**config.mk**
```make
export PLATFORM = sky130hd
export DESIGN_NAME = shadow_chain_collector
export DESIGN_NICKNAME = d
export VERILOG_FILES = /design/src/rtl/shadow_dbg_pkg.sv /design/src/rtl/shadow_word_fifo.sv /design/src/rtl/shadow_chain_collector.sv
export SDC_FILE = /design/constraint.sdc
export NUM_CORES = 1
export LEC_CHECK = 0
export CORE_MARGIN = 2
export CORE_UTILIZATION = 45
export CTS_CLUSTER_SIZE = 20
export DETAILED_ROUTE_END_ITERATION = 8
export PLACE_DENSITY = 0.63
export SLEW_MARGIN = 10
export SYNTH_ARGS = -nofsm -noshare
export SYNTH_HDL_FRONTEND = slang
export SYNTH_SLANG_ARGS = --single-unit
```
**constraint.sdc**
```tcl
create_clock -name sh_clk -period 4.35 [get_ports sh_clk]
set_clock_uncertainty 0.2 [all_clocks]
set_input_delay 0.435 -clock sh_clk [delete_from_list [all_inputs] [get_ports sh_clk]]
set_output_delay 0.435 -clock sh_clk [all_outputs]
set_load 0.01 [all_outputs]
```
**src/rtl/shadow_dbg_pkg.sv**
```systemverilog
// Shared types and constants for the shadow-capture debug path.
// Used by the chain collector and its word FIFO.
package shadow_dbg_pkg;

   typedef enum logic [1:0] {
      ST_IDLE,
      ST_DUMP,
      ST_FLUSH,
      ST_DONE
   } state_t;

   localparam int WORD_W_DEF = 32;

   // Chain bit order as emitted by shadow_capture: first bit is word bit 0.
   localparam bit CHAIN_LSB_FIRST = 1'b1;

endpackage

```
**src/rtl/shadow_word_fifo.sv**
```systemverilog
// First-word-fall-through word FIFO for the chain collector.
// A push while full is taken only if a pop happens in the same cycle.
module shadow_word_fifo #(
   parameter int WIDTH = 32,
   parameter int DEPTH = 16
) (
   input  logic             clk,
   input  logic             rst,
   input  logic             push,
   input  logic [WIDTH-1:0] push_data,
   input  logic             pop,
   output logic [WIDTH-1:0] rd_data,
   output logic             full,
   output logic             empty
);

   localparam int AW = $clog2(DEPTH);
   localparam logic [AW:0] FULL_CNT = (AW+1)'(DEPTH);

   logic [WIDTH-1:0] mem [DEPTH];
   logic [AW-1:0]    wptr;
   logic [AW-1:0]    rptr;
   logic [AW:0]      count;
   logic             do_pop;
   logic             do_push;

   assign empty   = (count == '0);
   assign full    = (count == FULL_CNT);
   assign do_pop  = pop && !empty;
   assign do_push = push && (!full || do_pop);
   assign rd_data = empty ? '0 : mem[rptr];

   // Storage array; no reset needed since empty masks the head.
   always_ff @(posedge clk) begin
      if (do_push) mem[wptr] <= push_data;
   end

   // Pointers and occupancy.
   always_ff @(posedge clk or posedge rst) begin
      if (rst) begin
         wptr  <= '0;
         rptr  <= '0;
         count <= '0;
      end else begin
         if (do_push) wptr <= wptr + AW'(1);
         if (do_pop)  rptr <= rptr + AW'(1);
         unique case ({do_push, do_pop})
            2'b10:   count <= count + (AW+1)'(1);
            2'b01:   count <= count - (AW+1)'(1);
            default: count <= count;
         endcase
      end
   end

endmodule

```
**src/rtl/shadow_chain_collector.sv**
```systemverilog
// Requests a shadow dump, deserializes the chain into words
// and buffers them for a host reader.
module shadow_chain_collector
   import shadow_dbg_pkg::*;
#(
   parameter int WORD_W   = WORD_W_DEF,
   parameter int DEPTH    = 16,
   parameter int BITCNT_W = 16
) (
   input  logic                sh_clk,
   input  logic                sh_rst,
   input  logic                start,
   output logic                dump_en,
   input  logic                ch_in,
   input  logic                ch_in_vld,
   input  logic                ch_in_done,
   input  logic                rd_en,
   output logic [WORD_W-1:0]   rd_data,
   output logic                rd_vld,
   output logic                busy,
   output logic                done,
   output logic                overflow,
   output logic [BITCNT_W-1:0] bit_count
);

   localparam int IDX_W = (WORD_W > 1) ? $clog2(WORD_W) : 1;
   localparam logic [IDX_W-1:0] LAST_IDX = IDX_W'(WORD_W - 1);

   state_t            state;
   state_t            state_nxt;
   logic [WORD_W-1:0] sh_word;
   logic [WORD_W-1:0] word_nxt;
   logic [WORD_W-1:0] push_data;
   logic [IDX_W-1:0]  idx;
   logic [IDX_W-1:0]  bit_pos;
   logic              start_ok;
   logic              take_bit;
   logic              word_full;
   logic              push;
   logic              pop;
   logic              drop;
   logic              fifo_full;
   logic              fifo_empty;

   assign start_ok  = start && (state == ST_IDLE || state == ST_DONE);
   assign take_bit  = (state == ST_DUMP) && ch_in_vld;
   assign word_full = take_bit && (idx == LAST_IDX);
   assign bit_pos   = CHAIN_LSB_FIRST ? idx : (LAST_IDX - idx);
   assign pop       = rd_en && !fifo_empty;
   assign drop      = push && fifo_full && !pop;
   assign busy      = (state == ST_DUMP) || (state == ST_FLUSH);
   assign done      = (state == ST_DONE);
   assign rd_vld    = !fifo_empty;

   // Shift register with the incoming bit merged in.
   always_comb begin
      word_nxt          = sh_word;
      word_nxt[bit_pos] = ch_in;
   end

   // Push a completed word, or the partial word left over in FLUSH.
   always_comb begin
      push      = 1'b0;
      push_data = word_nxt;
      if (word_full) begin
         push = 1'b1;
      end else if (state == ST_FLUSH && idx != '0) begin
         push      = 1'b1;
         push_data = sh_word;
      end
   end

   // Next-state logic for the dump sequence.
   always_comb begin
      state_nxt = state;
      unique case (state)
         ST_IDLE:  if (start) state_nxt = ST_DUMP;
         ST_DUMP:  if (ch_in_done) state_nxt = ST_FLUSH;
         ST_FLUSH: state_nxt = ST_DONE;
         ST_DONE:  if (start) state_nxt = ST_DUMP;
         default:  state_nxt = ST_IDLE;
      endcase
   end

   // State and registered dump enable.
   always_ff @(posedge sh_clk or posedge sh_rst) begin
      if (sh_rst) begin
         state   <= ST_IDLE;
         dump_en <= 1'b0;
      end else begin
         state   <= state_nxt;
         dump_en <= (state_nxt == ST_DUMP);
      end
   end

   // Deserializer, bit counter and sticky overflow.
   always_ff @(posedge sh_clk or posedge sh_rst) begin
      if (sh_rst) begin
         sh_word   <= '0;
         idx       <= '0;
         bit_count <= '0;
         overflow  <= 1'b0;
      end else if (start_ok) begin
         sh_word   <= '0;
         idx       <= '0;
         bit_count <= '0;
         overflow  <= 1'b0;
      end else begin
         if (take_bit) begin
            if (!(&bit_count)) bit_count <= bit_count + BITCNT_W'(1);
            if (word_full) begin
               sh_word <= '0;
               idx     <= '0;
            end else begin
               sh_word <= word_nxt;
               idx     <= idx + IDX_W'(1);
            end
         end else if (state == ST_FLUSH) begin
            sh_word <= '0;
            idx     <= '0;
         end
         if (drop) overflow <= 1'b1;
      end
   end

   shadow_word_fifo #(
      .WIDTH (WORD_W),
      .DEPTH (DEPTH)
   ) u_fifo (
      .clk       (sh_clk),
      .rst       (sh_rst),
      .push      (push),
      .push_data (push_data),
      .pop       (pop),
      .rd_data   (rd_data),
      .full      (fifo_full),
      .empty     (fifo_empty)
   );

endmodule

```
==> summary.md, run 1 <==
| Metric | Value |
|---|---|
| Number of flops mapped to enable cells by yosys | 512 |
| Slowest stage delay, CP | 0.79 ns |
| Synth cell types | 58 |
| PortBufs | 59 |
| Post-Syn Area | between 20000 and 25000 sq um |
| 1st-pass router iterations | 5 |
| Detailed Route WL | 51000 um |
| Maximum clock rate | 0.251 GHz |
| Die H | around 230 um |
| Slew Viols, Final | 0 |
| Final min period | 3.99 ns |
| Cts-stage hold buffer count | 0 |
| Ys Warns | 0 |
| Syn_nets | 1320 |
| Final worst slack | 0.359 ns |
| Critical path startpoint category | flip-flop |
| Row cnt | 84 |
| DRC viols | 0 |
| Die X | 234 um |
| Hold Vio Cnt, Final | 0 |
| Via Count | 12200 |
| Initial antenna violation count | 0 |
| Post-Place Cells | 2003 |
| Max Cap Viol | 0 |
| Core Box Area | between 50000 and 60000 sq um |
| Arrival time at the worst endpoint | 3.36 ns |
| Setup_tns | 0 ns |
| R2R Setup Slk | 0.79 ns |
| Worst-path clk slew | 0.06 ns |
| Crit path buf inv count | 2 |
| Vias per cell | 5.79 |
| Number of fill cells | roughly 4200 |
| Setup crit start | u_fifo.rptr[3] |
| Pin count of the biggest net entering global routing | 42 |
| Largest family of logic cells by synthesized area | multiplexers |
| Critical path endpoint category | primary output |
| Register area share after synthesis | 72.2% |
| Worst r2r dst | u_fifo.count[4] |
| Routed wire per std cell | 24.2 um |
| Synth-to-Final Area Change | 14.7% |
| R2r worst-path depth | 14 |
| Synth Area in Compound Gates | 4.57% |
| GRT Overall Usage | 19.4% |
| Register area | 17100 sq um |
| Worst-Skew Late Latency | 0.61 ns |
| Main synth FF type | edfxtp_1 |
| First-pass GRT wire length | 78400 um |
| Syn avg cell area | approximately 18 sq um |
| Post-CTS Setup Inserts | 0 |
| Worst slew pin tran | 1.14 ns |
| Tcrit/Tclk final | 91.8% |
| Critical Path RT | 3.71 ns |
| Max clock buf depth | 3 |
| Multi-input gate area | 6140 sq um |
| I/O pin total | 60 |
| Crit-path cells | buf_4 > mux4_2 > mux2i_1 > o221ai_1 > clkdlybuf4s50_1 |
| CTS tree | done |
| Max VDD drop | between 0.3 and 0.4 mV |
| Status | complete, no violations |
| Worst Setup EP | rd_data[13] |
| GR Overflow Total | 0 |
| R2r startpoint | bit_pos[0] |
| Iter 0 DRT Violations | ~1000 |
| CTS buffer count | 58 |
| Multiplexer share of the synthesized area | 15.2% |
| Post-route ant nets | 0 |
| Final Net Count | 1401 |
| Share of layout cells above drive strength 1 | about 22% |
| Antenna Cells | 0 |
| Yosys reg bits | just under 600 |
| Post-CTS sizing | 0 |
| Most common cell after layout, fill and taps aside | edfxtp_1 |
| # H-tree levels | 2 |
| Clock Sinks | 582 |
| Initial Util | 45.3% |
| Hold Path Class | primary input to asynchronous set/reset pin |
| Post-Synth Simple-Gate Area | 4.52% |
| Post-DP HPWL | 30000 um |
| Post-synth ARST share | 12.0% |
| Post-Syn Instances | 1294 |
| Crit Path Class | flip-flop to primary output |
| Cell Count, Final, Fillers Out | 2105 |
| RSZ-0062 raised after global routing | no |
| Crit path max-delay family | buffers and inverters |
| Place WS | 0.795 ns |
| Die Area | 54600 sq um |
| Gpl congestion | 0.807 |
| Stages on the worst setup path | 5 |
| Most frequent cells in the layout | 512 x edfxtp_1, 128 x mux4_2, 75 x nand2_1, 67 x dfrtp_1, 60 x clkbuf_16 |
| Vias in the first global route | roughly 13000 |
| P_leak | 9.00 nW |
| Slew margin rel. | about a quarter |
| Synth Area in Adders | 1.00% |
| Final setup viols | 0 |
| CTS root buf | clkbuf_16 |
| XOR/XNOR Fraction of Synth Area | 0.443% |
| Final core utilization | 52.0% |
| Highest-delay cell along the critical path | dfrtp_4 |
| Critical Path Fanout Max | 35 |
| Pwr per Cell Area | 563 nW/um^2 |
==> worst min path at each step <==
stage | start | endpoint | slack (ns) | cells past startpoint
5_1_grt | sh_rst | u_fifo.count[2] | 0.24 | 2
3_5_place_dp | sh_word[29] | sh_word[29] | 0.28 | 1
6_report | sh_rst | u_fifo.count[2] | 0.14 | 2
4_1_cts | sh_rst | bit_pos[3] | 0.16 | 2
2_1_floorplan | sh_word[10] | sh_word[10] | 0.26 | 1
3_3_place_gp | sh_word[26] | sh_word[26] | 0.28 | 1
==> cells in the mapped netlist (all sizes together) (4+ instances only) <==
master,instances,area share [%]
xnor2,5,0.18
and2,15,0.40
nand2,76,1.2
nor2,41,0.65
and4,5,0.18
ha,19,1.0
o221ai,32,1.2
nand2b,8,0.21
mux4,128,12
dfrtp,70,7.4
nand4,6,0.16
mux2,35,1.7
xor2,7,0.26
o31ai,6,0.19
buf,40,0.82
nor3,16,0.34
or3,4,0.11
a21oi,17,0.36
inv,50,0.79
mux2i,32,1.3
nor4,6,0.25
edfxtp,512,65
a22o,33,1.2
nor3b,4,0.15
o21ai,44,0.93
clkbuf,34,0.54
nand3,14,0.32
or4,5,0.16
==> logic make-up (layout without fill, tap and decap cells) <==
group                      Yosys count  after routing
adders and majority gates           19             19
buffers and inverters              124            247
DFF                                582            582
AOI/OAI and AO/OA                  152            152
muxes                              195            195
and+or+nand+nor                    210            210
xor gates and xnor gates            12             12
==> state kept, by name (all words and copies together), names as in the netlist <==
register / flops
bit_count: 16
bit_pos: 5
dump_en: 1
overflow: 1
sh_word: 32
state: 2
u_fifo.count: 5
u_fifo.mem: 512
u_fifo.rptr: 4
u_fifo.wptr: 4
==> cell type report <==
class,count,share of cell area [%]
well taps,688,3.16
clock inverters,20,0.556
flip-flops and latches,582,63.0
multi-input cells,588,22.6
clock buffers,82,6.23
repair buffers,95,3.81
inverters,50,0.690
==> routing by layer <==
metal	global-route usage (%)	share of wire, %	vias up
met2	31.3	48	335
met1	27.0	44	6414
met3	3.30	5.1	82
met5	0	0	-
li1	-	-	5361
met4	6.11	2.6	0
==> report_power, final <==
group          total [mW]  internal, mW  leakage [nW]  switching [mW]
logic                3.89          1.83          2.52            2.06
clock network        4.83          2.80         0.902            2.02
registers            6.59          6.23          5.57           0.360
total                15.3          10.9          9.00            4.44
==> per-stage QoR <==
| stage | total power [mW] | hold WS [ns] | instance area [sq um] |
|---|---|---|---|
| 3_5_place_dp | 10.7 | 0.277 | 25400 |
| 5_1_grt | 16.0 | 0.244 | 27200 |
| 2_1_floorplan | 9.13 | 0.260 | 23700 |
| 4_1_cts | 15.5 | 0.161 | 27200 |
| 3_3_place_gp | 10.6 | 0.276 | 25400 |
| 6_report | 15.3 | 0.143 | 27200 |
Note: power is estimated with default switching activity, not from simulation.
==> inputs of run 2 (changes only) <==
--- a/config.mk
+++ b/config.mk
@@ -10,7 +10,6 @@
 export CTS_CLUSTER_SIZE = 20
 export DETAILED_ROUTE_END_ITERATION = 8
 export PLACE_DENSITY = 0.63
-export SLEW_MARGIN = 10
 export SYNTH_ARGS = -nofsm -noshare
 export SYNTH_HDL_FRONTEND = slang
 export SYNTH_SLANG_ARGS = --single-unit
==> run 2 against run 1 <==
  * Global-route usage unchanged
  * Cell count is the same
  * Design area barely moved
  * Sequential power barely moved
  * Count of clock-buffer cells in the layout unchanged
  * Register-to-register slack is essentially flat
  * Critical path depth is the same
  * First-iteration DRC count grew 4.5%
  * Die area did not move
  * Wire length rose by 0.24%
  * Sequential share of layout area barely moved
  * Clock power about the same
  * Largest cell class unchanged
  * Highest routed layer unchanged
==> summary.md, run 2 (synthesis gave the netlist of run 1 again) <==
| Metric | Value |
|---|---|
| Status | complete, no violations |
| Slew margin rel. | 15.2% |
| Stages on the worst setup path | 5 |
| Most frequent cells in the layout | 512 x edfxtp_1, 128 x mux4_2, 75 x nand2_1, 67 x dfrtp_1, 60 x clkbuf_16 |
| R2r startpoint | bit_pos[0] |
| Worst Setup EP | rd_data[13] |
| Worst-path clk slew | 0.06 ns |
| Initial Util | 45.3% |
| Crit Path Class | flip-flop to primary output |
| Maximum clock rate | 0.251 GHz |
| Crit-path cells | buf_4 > mux4_2 > mux2i_1 > o221ai_1 > clkdlybuf4s50_1 |
| Detailed Route WL | 51200 um |
| Pin count of the biggest net entering global routing | 42 |
| Worst-Skew Late Latency | about 0.6 ns |
| Crit path buf inv count | 2 |
| I/O pin total | 60 |
| Highest-delay cell along the critical path | dfrtp_4 |
| Largest regs | u_fifo.mem: 512 flops, sh_word: 32 flops, bit_count: 16 flops |
| Vias per cell | just under 6 |
| Max VDD drop | 0.322 mV |
| Post-CTS Setup Inserts | 0 |
| Max clock buf depth | 3 |
| Max Cap Viol | 0 |
| Iter 0 DRT Violations | 1046 |
| Cts-stage hold buffer count | 0 |
| Hold Vio Cnt, Final | 0 |
| Die H | 234 um |
| Total power | 15.3 mW |
| Worst r2r dst | u_fifo.count[4] |
| Critical Path RT | 3.71 ns |
| P_leak | 8.98 nW |
| Initial antenna violation count | 0 |
| DRC viols | 0 |
| Final Net Count | roughly 1400 |
| Vias in the first global route | ~13000 |
| Post-route ant nets | 0 |
| Max reg flops | slightly above 500 |
| Die X | 234 um |
| Die Area | approximately 55000 sq um |
| RSZ-0062 raised after global routing | no |
| PortBufs | 59 |
| Setup crit start | u_fifo.rptr[3] |
| Pwr per Cell Area | 563 nW/um^2 |
| Final min period | 3.98 ns |
| Core Box Area | 52300 sq um |
| Final setup viols | 0 |
| Slew Viols, Final | 0 |
| Share of layout cells above drive strength 1 | 21.7% |
| CTS root buf | clkbuf_16 |
| Clock Sinks | 582 |
| Crit path max-delay family | buffers and inverters |
| Slowest stage delay, CP | roughly 0.78 ns |
| Setup_tns | 0 ns |
| Arrival time at the worst endpoint | 3.34 ns |
| Worst slew pin tran | 1.26 ns |
| Critical Path Fanout Max | 35 |
| # H-tree levels | 2 |
| Row cnt | 84 |
| Routed wire per std cell | 24.3 um |
| 1st-pass router iterations | 5 |
| Post-CTS sizing | 0 |
| Hold Path Class | primary input to asynchronous set/reset pin |
| Tcrit/Tclk final | 91.4% |
| Gpl congestion | about 0.8 |
| GRT Overall Usage | 19.4% |
| Biggest register | u_fifo.mem |
| Critical path endpoint category | primary output |
| Synth-to-Final Area Change | 14.6% |
| GR Overflow Total | 0 |
| Via Count | 12200 |
| Critical path startpoint category | flip-flop |
| First-pass GRT wire length | 78400 um |
| CTS buffer count | 58 |
| R2r worst-path depth | 14 |
| Most common cell after layout, fill and taps aside | edfxtp_1 |
| Post-DP HPWL | approximately 30000 um |
| R2R Setup Slk | ~0.79 ns |
| Antenna Cells | 0 |
| CTS tree | done |
==> run 2: worst reg2reg max path: stages, from the launching register on <==
cell and delay, ns:
dfrtp_1 0.42, ha_1 0.24, and3_1 0.19, ha_1 0.18, nand3_1 0.15, o21a_1 0.21, nor2_1 0.34, inv_1 0.12
ha_1 0.33, xor2_1 0.19, ha_1 0.23, o211a_1 0.23, o31ai_1 0.19, a31oi_1 0.09, xnor2_1 0.15
==> run 2: final cells by class <==
type	count	area, sq um
clock buffer	82	1690
clock inverter	20	151
fill	4212	25100
inverter	50	188
multi-input combinational	588	6130
sequential	582	17100
tap	688	861
timing repair buffer	95	1040
==> run 2: how the worst min path moves through the flow <==
stage | from | to | depth (start not counted)
2_1_floorplan | sh_word[10] | sh_word[10] | 1
3_3_place_gp | sh_word[26] | sh_word[26] | 1
3_5_place_dp | sh_word[29] | sh_word[29] | 1
4_1_cts | sh_rst | bit_pos[3] | 2
5_1_grt | sh_rst | u_fifo.count[2] | 2
6_report | sh_rst | u_fifo.count[2] | 2
==> run 2: metal layers <==
layer / vias up / global-route usage (%) / share of wire, %
met5: - / 0 / 0
met4: 0 / 6.11 / 2.6
met3: 85 / 3.30 / 5.1
met2: 331 / 31.3 / 48
met1: 6458 / 27.0 / 44
li1: 5367 / - / -
==> run 2: through the flow <==
step                      hold WS (ns)  worst slack (ns)  utilization, %  instances  cell area (sq um)
after global routing             0.244             0.208            52.0       2105              27200
final                            0.144             0.372            52.0       2105              27200
after floorplan                  0.260              1.03               -       1294              23700
after detailed placement         0.277             0.795            48.4       2003              25400
after CTS                        0.161             0.280            52.0       2105              27200
after global placement           0.276             0.830            48.4       2003              25400
==> run 2: power by group <==
part,internal (mW),switching [mW]
Sequential,6.23,0.359
Clock,2.80,2.02
Combinational,1.83,2.06
Total,10.9,4.45
